$ cat src/rtl/dynode_pkg.sv
// rtl/dynode_pkg.sv - shared ADC width and state codes for the dynode baseline tracker
package dynode_pkg;

    // Raw dynode ADC sample width
    localparam int ADC_W = 12;

    // Baseline tracker state codes, also exported on bl_state
    localparam logic [1:0] ST_INIT    = 2'd0;
    localparam logic [1:0] ST_TRACK   = 2'd1;
    localparam logic [1:0] ST_HOLD    = 2'd2;
    localparam logic [1:0] ST_HOLDOFF = 2'd3;

endpackage

$ cat src/rtl/dynode_baseline.sv
// rtl/dynode_baseline.sv - dynode ADC baseline estimator with event hold and holdoff
module dynode_baseline
    import dynode_pkg::*;
#(
    parameter int               AVG_SHIFT = 6,
    parameter int               HOLDOFF   = 16,
    parameter logic [ADC_W-1:0] THRESH    = 12'd64
) (
    input  logic             clk,
    input  logic             reset_n,
    input  logic [ADC_W-1:0] adc_in,
    input  logic             dyn_indet,
    output logic [ADC_W-1:0] dyn_blcor,
    output logic [ADC_W-1:0] baseline,
    output logic             bl_valid,
    output logic [1:0]       bl_state
);

    // acc holds baseline * 2^AVG_SHIFT; its fixed point for a full-scale
    // input is 4095 * 2^AVG_SHIFT, which still fits in ACC_W bits.
    localparam int ACC_W = ADC_W + AVG_SHIFT;
    localparam int HO_W  = (HOLDOFF > 1) ? $clog2(HOLDOFF) : 1;
    localparam logic [HO_W-1:0] HO_LOAD = HO_W'(HOLDOFF - 1);

    logic [1:0]           state;
    logic [1:0]           state_nx;
    logic [ACC_W-1:0]     acc;
    logic [ACC_W-1:0]     init_sum;
    logic [ACC_W-1:0]     acc_upd;
    logic [AVG_SHIFT-1:0] init_cnt;
    logic                 init_last;
    logic [HO_W-1:0]      ho_cnt;
    logic [ADC_W:0]       exc_limit;
    logic                 excursion;
    logic                 hold_req;
    logic                 acc_update;
    logic                 init_done;

    assign bl_state = state;

    // Excursion limit is formed one bit wider so baseline + THRESH cannot wrap
    assign exc_limit = {1'b0, baseline} + {1'b0, THRESH};
    assign excursion = {1'b0, adc_in} > exc_limit;
    assign hold_req  = dyn_indet || excursion;

    // The counter wrapping from all-ones is the last INIT sample
    assign init_last = &init_cnt;
    assign init_done = (state == ST_INIT) && init_last;
    assign init_sum  = acc + ACC_W'(adc_in);

    // Leaky average: acc - acc/2^N never goes negative, and adding one
    // sample cannot exceed the full-scale fixed point, so no extra bits
    assign acc_upd    = acc - (acc >> AVG_SHIFT) + ACC_W'(adc_in);
    assign acc_update = (state == ST_TRACK) && !hold_req;

    // Next-state selection; an event always wins over holdoff expiry
    always_comb begin
        state_nx = state;
        case (state)
            ST_INIT: begin
                if (init_last) begin
                    state_nx = ST_TRACK;
                end
            end
            ST_TRACK: begin
                if (hold_req) begin
                    state_nx = ST_HOLD;
                end
            end
            ST_HOLD: begin
                if (!hold_req) begin
                    state_nx = ST_HOLDOFF;
                end
            end
            ST_HOLDOFF: begin
                if (hold_req) begin
                    state_nx = ST_HOLD;
                end else if (ho_cnt == '0) begin
                    state_nx = ST_TRACK;
                end
            end
            default: state_nx = ST_INIT;
        endcase
    end

    // State register
    always_ff @(posedge clk or negedge reset_n) begin
        if (!reset_n) begin
            state <= ST_INIT;
        end else begin
            state <= state_nx;
        end
    end

    // INIT sample counter, runs only while the initial average is gathered
    always_ff @(posedge clk or negedge reset_n) begin
        if (!reset_n) begin
            init_cnt <= '0;
        end else if (state == ST_INIT) begin
            init_cnt <= init_cnt + AVG_SHIFT'(1);
        end
    end

    // Accumulator: plain sum during INIT, leaky average while tracking
    always_ff @(posedge clk or negedge reset_n) begin
        if (!reset_n) begin
            acc <= '0;
        end else if (state == ST_INIT) begin
            acc <= init_sum;
        end else if (acc_update) begin
            acc <= acc_upd;
        end
    end

    // Baseline follows the accumulator's integer part; frozen in HOLD/HOLDOFF
    always_ff @(posedge clk or negedge reset_n) begin
        if (!reset_n) begin
            baseline <= '0;
        end else if (init_done) begin
            baseline <= init_sum[ACC_W-1:AVG_SHIFT];
        end else if (acc_update) begin
            baseline <= acc_upd[ACC_W-1:AVG_SHIFT];
        end
    end

    // Baseline-valid flag is sticky until reset
    always_ff @(posedge clk or negedge reset_n) begin
        if (!reset_n) begin
            bl_valid <= 1'b0;
        end else if (init_done) begin
            bl_valid <= 1'b1;
        end
    end

    // Holdoff counter: full reload on every HOLD exit, counts down in HOLDOFF
    always_ff @(posedge clk or negedge reset_n) begin
        if (!reset_n) begin
            ho_cnt <= '0;
        end else if ((state == ST_HOLD) && !hold_req) begin
            ho_cnt <= HO_LOAD;
        end else if ((state == ST_HOLDOFF) && !hold_req && (ho_cnt != '0)) begin
            ho_cnt <= ho_cnt - HO_W'(1);
        end
    end

    // Corrected sample: adc minus baseline, clamped at zero, muted until valid
    always_ff @(posedge clk or negedge reset_n) begin
        if (!reset_n) begin
            dyn_blcor <= '0;
        end else if (!bl_valid) begin
            dyn_blcor <= '0;
        end else if (adc_in > baseline) begin
            dyn_blcor <= adc_in - baseline;
        end else begin
            dyn_blcor <= '0;
        end
    end

endmodule
$ cat config.mk
export PLATFORM = sky130hd
export DESIGN_NAME = dynode_baseline
export DESIGN_NICKNAME = d
export VERILOG_FILES = /design/src/rtl/dynode_pkg.sv /design/src/rtl/dynode_baseline.sv
export SDC_FILE = /design/constraint.sdc
export NUM_CORES = 1
export LEC_CHECK = 0
export ABC_AREA = 1
export BUFFER_PORTS_ARGS = -buffer_cell sky130_fd_sc_hd__buf_2
export CAP_MARGIN = 20
export CORE_MARGIN = 3
export CORE_UTILIZATION = 50
export CTS_BUF_LIST = sky130_fd_sc_hd__clkbuf_8
export CTS_CLUSTER_DIAMETER = 100
export DETAILED_ROUTE_END_ITERATION = 16
export GPL_TIMING_DRIVEN = 0
export PLACE_DENSITY = 0.68
export RECOVER_POWER = 50
export SYNTH_ARGS = -nofsm -noshare
export SYNTH_HDL_FRONTEND = slang
export SYNTH_SLANG_ARGS = --single-unit
$ cat constraint.sdc
create_clock -name clk -period 2.3 [get_ports clk]
set_input_delay 0.115 -clock clk [delete_from_list [all_inputs] [get_ports clk]]
set_output_delay 0.115 -clock clk [all_outputs]
set_load 0.03 [all_outputs]
## After elaboration in Yosys (flattened, before gate mapping)

Cells that the tools add are included.

| storage, ports and cells | value |
|---|---|
| memory bits (writable) | 0 |
| bits in latches | 0 |
| bits in read-only memories | 0 |
| memories | 0 |
| word-level logic and storage cells | 52 |
| register bits | 55 |

| operators by class | value |
|---|---|
| equality and inequality tests | 7 |
| $lt $le $gt $ge | 2 |
| shifts and indexed selects | 0 |
| $add $sub $neg | 7 |
| bitwise operators | 0 |
| div/mod/pow operators | 0 |
| multipliers | 0 |
| mux-type cells | 14 |
| reductions and logical operators | 15 |

Operator list:

| kind | count |
|---|---|
| $mux W12 | 4 |
| $add A18 B12 Y18 | 2 |
| $mux W18 | 2 |
| $sub A18 B12 Y18 | 1 |
| $add A12 B7 Y13 const B | 1 |
| $gt A12 B13 Y1 | 1 |
| $gt A12 B12 Y1 | 1 |
| $sub A12 B12 Y12 | 1 |
| $mux W2 | 5 |
| $mux W4 | 2 |
| $pmux W2 S4 | 1 |
| $add A6 B1 Y6 const B | 1 |
| $ne A2 B2 Y1 const B | 3 |
| $reduce_and A6 Y1 | 1 |
| $reduce_bool A2 Y1 | 3 |
| $logic_and A1 B1 Y1 | 5 |
| $eq A2 B2 Y1 const B | 2 |
| $logic_not A4 Y1 | 1 |
| $reduce_and A4 Y1 | 1 |
| $reduce_bool A4 Y1 | 1 |
| $sub A4 B1 Y4 const B | 1 |
| $ne A3 B3 Y1 const B | 1 |
| $eq A2 B1 Y1 const B | 1 |
| $logic_not A2 Y1 | 1 |
| other kinds (2) | 2 |

## Depth between registers and ports, before layout

Gate-level depths: netlist of run 1.

| logic depth | value |
|---|---|
| depth after elaboration | 8 |
| mapped depth | 19 |
| depth with buffers taken out | 19 |

## Worst setup path after synthesis of run 1

No wires, ideal clock.

| timing | value |
|---|---|
| kind | reg2reg |
| start | register baseline[6] |
| end | register baseline[8] |
| cell stages (with the launch flop) | 14 |
| path slack | -319 ps |
| period minus slack after synthesis | 2619 ps |
| data arrival time | 2501 ps |
| required time | 2182 ps |
| cell sequence | dfrtp_1 -> ha_1 -> nand3_2 -> xor2_1 -> ha_1 -> nand3_1 -> o21bai_1 -> nor2_1 -> nand3_1 -> a21oi_4 -> nand3_4 -> buf_2 -> nand3_1 -> nand2_1 |

| between the ends | value |
|---|---|
| word-level cells in the longest chain between the ends | 6 |

Ends and longest elaborated chain:

| element | line | RTL |
|---|---|---|
| start, declared | dynode_baseline.sv:14 | `output logic [ADC_W-1:0] baseline,` |
| start signal, assigned | dynode_baseline.sv:120 | `baseline <= init_sum[ACC_W-1:AVG_SHIFT];` |
| start signal, assigned | dynode_baseline.sv:122 | `baseline <= acc_upd[ACC_W-1:AVG_SHIFT];` |
| $add A12 B7 Y13 | dynode_baseline.sv:42 | `assign exc_limit = {1'b0, baseline} + {1'b0, THRESH};` |
| $gt A12 B13 Y1 | dynode_baseline.sv:43 | `assign excursion = {1'b0, adc_in} > exc_limit;` |
| $logic_or A1 B1 Y1 | dynode_baseline.sv:44 | `assign hold_req = dyn_indet \|\| excursion;` |
| $logic_not A1 Y1 | dynode_baseline.sv:54 | `assign acc_update = (state == ST_TRACK) && !hold_req;` |
| $logic_and A1 B1 Y1 | dynode_baseline.sv:54 |  |
| $reduce_bool A2 Y1 (no source line) | -- |  |

Every way passes these cells.
A chain may end at the register's enable or synchronous reset.

## Worst setup path in the final report of run 1

| timing | value |
|---|---|
| start | register acc[5] |
| end | register acc[12] |

| between the ends | value |
|---|---|
| word-level cells in the longest chain between the ends | 4 |

Ends and longest elaborated chain:

| element | line | RTL |
|---|---|---|
| start, declared | dynode_baseline.sv:27 | `logic [ACC_W-1:0] acc;` |
| start signal, assigned | dynode_baseline.sv:109 | `acc <= init_sum;` |
| start signal, assigned | dynode_baseline.sv:111 | `acc <= acc_upd;` |
| $sub A18 B12 Y18 | dynode_baseline.sv:53 | `assign acc_upd = acc - (acc >> AVG_SHIFT) + ACC_W'(adc_in);` |
| $add A18 B12 Y18 | dynode_baseline.sv:53 |  |
| $mux W18 | dynode_baseline.sv:110 | `end else if (acc_update) begin` |
| $mux W18 * | dynode_baseline.sv:108 | `end else if (state == ST_INIT) begin` |

Every way passes the cells marked *; elsewhere a longest branch is shown, timed or not. The select of a mux whose other input is x is not followed.

==> results of run 1 <==
==> kinds of logic (layout without fill, tap and decap cells) <==
group	after synthesis	in the layout	share of synthesized area [%]
fa+ha+maj	69	69	17.2
buf+inv	151	243	10.4
xor+xnor	23	23	3.57
flops	55	55	24.4
simple gates	477	477	36.4
compound gates	81	81	8.07
==> cells in the final DEF, fill, tap and decap left out, types with 5 or more instances in the layout <==
| cell type | synthesis | layout |
|---|---|---|
| a21oi_1 | 36 | 27 |
| a21oi_2 | 0 | 7 |
| buf_2 | 5 | 42 |
| buf_4 | 1 | 33 |
| buf_6 | 0 | 5 |
| clkbuf_1 | 8 | 8 |
| clkbuf_8 | 0 | 5 |
| dfrtp_1 | 55 | 39 |
| dfrtp_2 | 0 | 16 |
| fa_1 | 14 | 13 |
| ha_1 | 55 | 44 |
| ha_4 | 0 | 10 |
| inv_1 | 133 | 129 |
| inv_2 | 1 | 7 |
| nand2_1 | 260 | 222 |
| nand2_2 | 12 | 40 |
| nand2_4 | 1 | 10 |
| nand3_1 | 117 | 101 |
| nand3_2 | 1 | 15 |
| nand4_1 | 6 | 6 |
| nor2_1 | 55 | 49 |
| nor2_2 | 1 | 6 |
| nor3_1 | 14 | 12 |
| o21ai_0 | 28 | 23 |
| o21bai_1 | 6 | 5 |
| xnor2_1 | 10 | 9 |
| xor2_1 | 13 | 11 |
==> state kept, by name, indices dropped and copies added, names as in the netlist <==
register and cells:
dyn_blcor 12, init_cnt 6, bl_state 2, acc 18
bl_valid 1, ho_cnt 4, baseline 12
==> what timing repair did <==
action                                  4_1_cts  5_1_grt
pin swaps                                    27       35
cloned                                        1        3
endpoints found under the setup margin       37       47
hold endpoints to repair                     15        0
hold buffers                                  1        0
setup buffers                                31        6
gates resized for setup                      82       63
==> per-stage QoR <==
| step | setup WS [ns] | std cells | TNS, ns | utilization, % |
|---|---|---|---|---|
| 5_1_grt | -0.436 | 1088 | -15.39 | 65.1 |
| 2_1_floorplan | -0.106 | 856 | -3.26 | - |
| 6_report | -0.295 | 1088 | -9.01 | 65.1 |
| 4_1_cts | -0.247 | 1079 | -7.66 | 61.8 |
| 3_3_place_gp | -0.524 | 1037 | -12.26 | 55.4 |
| 3_5_place_dp | -0.512 | 1038 | -15.07 | 55.6 |
==> metal layers <==
layer	part of all wire, %	routed length, µm	up-vias
met3	6.1	1110	38
met2	47	8560	217
met5	0	0	-
met1	45	8090	2844
li1	-	-	2915
met4	2.3	416	0
==> layout make-up <==
cell class | instances | area share (%)
well taps | 140 | 2.46
plain buffers | 16 | 1.74
inverters | 135 | 7.12
multi-input cells | 650 | 58.8
repair buffers | 84 | 8.70
clock inverters | 3 | 0.580
flip-flops and latches | 55 | 19.6
clock buffers | 5 | 0.967
==> worst paths after layout <==
check / from / slack [ns] / endpoint
min in group asynchronous: reset_n / 0.49 / acc[2]$_DFFE_PN0P_
worst min register to register: init_cnt[5]$_DFFE_PN0P_ / 0.48 / init_cnt[5]$_DFFE_PN0P_
max in group asynchronous: reset_n / 0.19 / baseline[9]$_DFFE_PN0P_
worst min-delay path: adc_in[0] / 0.25 / dyn_blcor[0]$_DFF_PN0_
worst max register to register: acc[5]$_DFFE_PN0P_ / -0.29 / acc[12]$_DFFE_PN0P_
worst max-delay path: acc[5]$_DFFE_PN0P_ / -0.29 / acc[12]$_DFFE_PN0P_
==> tightest hold or removal path, stage by stage <==
cell and delay (ns):
buf_2 0.13, inv_1 0.06, ha_1 0.16, nor3_1 0.06
==> reports/metrics.cfg, run 1 <==
[run_status]
violations=negative setup slack
status=complete, but fails checks

[global_route]
grt_pass1_vias=5849
grt_pass1_wl_um=28800
gr-usage-met2_pct=47.9
antenna_found_initial=0
grt_start_max_net_pins=41
grt_overflow_total=0
use_met1_pct=38.7
met3_usage_pct=3.13
top_usage_layer=met2
grt.total_usage_pct=28.2

[sta]
relSlewSlack_pct=32.5
clock-skew-final_ns=0.0131
min_period_ns=2.59
timing.fmax_ghz=0.385
finalMaxSlewViolations=0
tightest_slew_ns=1.01
fin_ws_ns=-0.295
period_share_pct=113
hold_viol=0
rsz0062_at_grt=yes
whs_ns=0.246
setup_violations=36

[detailed_routing]
avgViaCountPerCell=5.53
avgRoutedWirePerCell_um=16.7
drc=0
wl_um=18200
firstDrtPassIters=5
drtIter0Drc=587
ant_nets=0
via_count=6014

[finish]
fin_nets=1031
drive_above_1_share_pct=24.4
n_fill_cell=1028
postLayoutCellArea_um2=7120
multi_input_area_um2=4190
area_growth_pct=26.1
antenna_cells=0
seq_area_um2=1400

[cts]
cts_tree=done
cts_max_level=2
path_clk_slew_ns=0.11
cts_max_path_buffers=2
cts_sinks=55
cts-buffers-inserted=5
insertion_delay_ns=0.32
cts_root_buf=clkbuf_8

[die]
rows=38
die_h_um=112
initial_core_util_pct=51.6
io_pins=42
die_w_um=112
core-area_um2=10900
die_area_um2=12600

[synthesis]
async_flop_share_pct=100
yosysMostFrequentCell=nand2_1
synthCells=856
synth.top_cells.by_count=260 x nand2_1, 133 x inv_1, 117 x nand3_1
synth-main-ff-cell=dfrtp_1
synth.top_cells.by_area=dfrtp_1 24%, nand2_1 17%, ha_1 12%
netlist_area_um2=5650
yosys_warnings=0
yosysTopAreaCell=dfrtp_1
synth_top_area_share_pct=24.4
synth_seq_area_share_pct=24.4
ys_types=38
synth_seq_cells=55
postSynthAreaPerCell_um2=6.60
synth_edf_count=0
syn_nets=940

[critical_path]
path_cells=inv_1 > fa_1 > inv_1 > ha_4 > a21oi_2 > nor2_1 > nor2_2 > nand2_4 > nand2_2 > nand2_2 > or2_4 > nand3_2 > nand2_2 > nand2_2 > nand2_2
cp.required_ns=2.50
crit_top_cell=nand2_2
crit_type=flip-flop to flip-flop
rr_worst_depth=15
cp.arrival_ns=2.80
critPathSlowestCell=fa_1
end_kind=flip-flop
crit_buf_inv=2
cp_max_fo=5
cp_top_family=simple AND/OR/NAND/NOR gates
cpPeakStageDelay_ns=0.51
path_depth=15
critPathLaunchType=flip-flop

[min_path]
worstHoldPathType=input port to flip-flop
holdPathStages=4

[placement]
numPortBuffers=41
placed_area_um2=6080
hpwlAfterDp_um=13400
gp_congestion=0.941

[job]
drv_cap=0

Power of run 1 is not shown: default switching activity piles up to over one toggle a cycle in this logic, so the estimate is an artifact.
==> inputs of run 2 (changes only) <==
--- a/config.mk
+++ b/config.mk
@@ -15,7 +15,7 @@
 export DETAILED_ROUTE_END_ITERATION = 16
 export GPL_TIMING_DRIVEN = 0
 export PLACE_DENSITY = 0.68
-export RECOVER_POWER = 50
+export RECOVER_POWER = 100
 export SYNTH_ARGS = -nofsm -noshare
 export SYNTH_HDL_FRONTEND = slang
 export SYNTH_SLANG_ARGS = --single-unit
==> run 2 against run 1 <==
Against the previous run:
- worst hold slack better by 0.0021 ns
- setup slack about the same
- non-clock buffer count did not move
- first-iteration DRC count rose by 1.4%
- the run still ends with negative setup slack left
- sequential cell count unchanged
- sequential share of layout area increased by 0.087 points
- global-route usage did not move
- maximum frequency is essentially flat
- critical path depth is the same
- die area unchanged
==> reports/metrics.cfg, run 2 (synthesized netlist as in run 1, its figures left out) <==
[finish]
utilization_pct=64.8
reg_top3=acc (18), baseline (12), dyn_blcor (12)
largest_reg_flops=18
largest-register=acc
mostFrequentLayoutCells=222 x nand2_1, 129 x inv_1, 101 x nand3_1, 49 x nor2_1, 44 x ha_1
fin_nets=1031
layoutNonFillerInstCount=1088
drive_above_1_share_pct=21.9
antenna_cells=0
final_common_cell=nand2_1
area_growth_pct=25.5

[detailed_routing]
via_count=5992
wl_um=18300
ant_nets=0
avgViaCountPerCell=5.51
drtIter0Drc=595
avgRoutedWirePerCell_um=16.8
drc=0
firstDrtPassIters=6

[sta]
tightest_slew_ns=1.01
rsz0062_at_grt=yes
timing.fmax_ghz=0.385
period_share_pct=113
setup_tns_ns=-9.04
setup_violations=36
hold_viol=0
min_period_ns=2.59
fin_ws_ns=-0.295
clock-skew-final_ns=0.0123
relSlewSlack_pct=32.6
finalMaxSlewViolations=0

[cts]
insertion_delay_ns=0.32
cts_root_buf=clkbuf_8
cts_tree=done
cts_max_level=2
cts-buffers-inserted=5
cts_sinks=55
cts_max_path_buffers=2
path_clk_slew_ns=0.11

[die]
die_w_um=112
die_area_um2=12600
die_h_um=112
core-area_um2=10900
rows=38
io_pins=42
initial_core_util_pct=51.6

[placement]
dp.cells=1038
numPortBuffers=41
gp_congestion=0.941
hpwlAfterDp_um=13400
place_ws_ns=-0.512

[critical_path]
end_kind=flip-flop
startpoint=acc[5]$_DFFE_PN0P_
critPathLaunchType=flip-flop
r2r-start=acc[5]$_DFFE_PN0P_
cp.arrival_ns=2.80
cp_max_fo=5
rr_worst_depth=15
crit_type=flip-flop to flip-flop
setup.worst_path.end=acc[12]$_DFFE_PN0P_
cp.required_ns=2.51
r2r_end=acc[12]$_DFFE_PN0P_
reg2reg_slack_ns=-0.29

[global_route]
antenna_found_initial=0
grt_pass1_wl_um=28800
grt_pass1_vias=5849
grt.total_usage_pct=28.2
grt_overflow_total=0
grt_start_max_net_pins=41

[job]
drv_cap=0

[run_status]
violations=negative setup slack
status=complete, but fails checks

[min_path]
worstHoldPathType=input port to flip-flop

-- run 2: per-layer routing --
layer	track usage, %	vias to the layer above	part of all wire [%]
li1	-	2919	-
met1	38.7	2827	45
met2	47.9	208	47
met3	3.13	38	6.1
met4	6.89	0	2.4
met5	0	-	0
-- run 2: what timing repair did --
action                                  4_1_cts  5_1_grt
endpoints found under the hold margin        15        0
hold buffers                                  1        0
pin swaps                                    27       35
resized for setup                            82       63
endpoints found under the setup margin       37       47
gates cloned                                  1        3
setup buffers                                31        6
-- run 2: worst min path at each step --
| stage | end | from | cells after the start | slack (ns) |
|---|---|---|---|---|
| 2_1_floorplan | acc[0]$_DFFE_PN0P_ | reset_n | 0 | -0.18 |
| 3_3_place_gp | acc[0]$_DFFE_PN0P_ | reset_n | 1 | 0.43 |
| 3_5_place_dp | acc[2]$_DFFE_PN0P_ | reset_n | 1 | 0.07 |
| 4_1_cts | dyn_blcor[0]$_DFF_PN0_ | adc_in[0] | 4 | 0.25 |
| 5_1_grt | dyn_blcor[0]$_DFF_PN0_ | adc_in[0] | 4 | 0.30 |
| 6_report | dyn_blcor[0]$_DFF_PN0_ | adc_in[0] | 4 | 0.25 |
-- run 2: through the flow --
stage	cell area [µm²]	hold WS, ns
final	7090	0.248
after global routing	7090	0.298
after CTS	6760	0.250
after detailed placement	6080	0.0744
after global placement	6060	0.431
after floorplan	5680	-0.181
-- run 2: final cells by class --
cell class	instances	area [µm²]
multi-input combinational	650	4190
fill	1040	3850
sequential	55	1400
timing repair buffer	84	591
inverter	135	507
tap	140	175
buffer	16	121
clock buffer	5	68.8
clock inverter	3	41.3
-- run 2: critical path: stages (launching register included) --
cell	delay, ns
dfrtp_1	0.40
inv_1	0.07
fa_1	0.51
inv_1	0.06
ha_4	0.26
a21oi_2	0.20
nor2_1	0.09
nor2_2	0.18
nand2_4	0.10
nand2_2	0.07
nand2_2	0.06
or2_4	0.24
nand3_2	0.07
nand2_2	0.07
nand2_2	0.06
nand2_2	0.04
Power of run 2 is left out for the same reason.
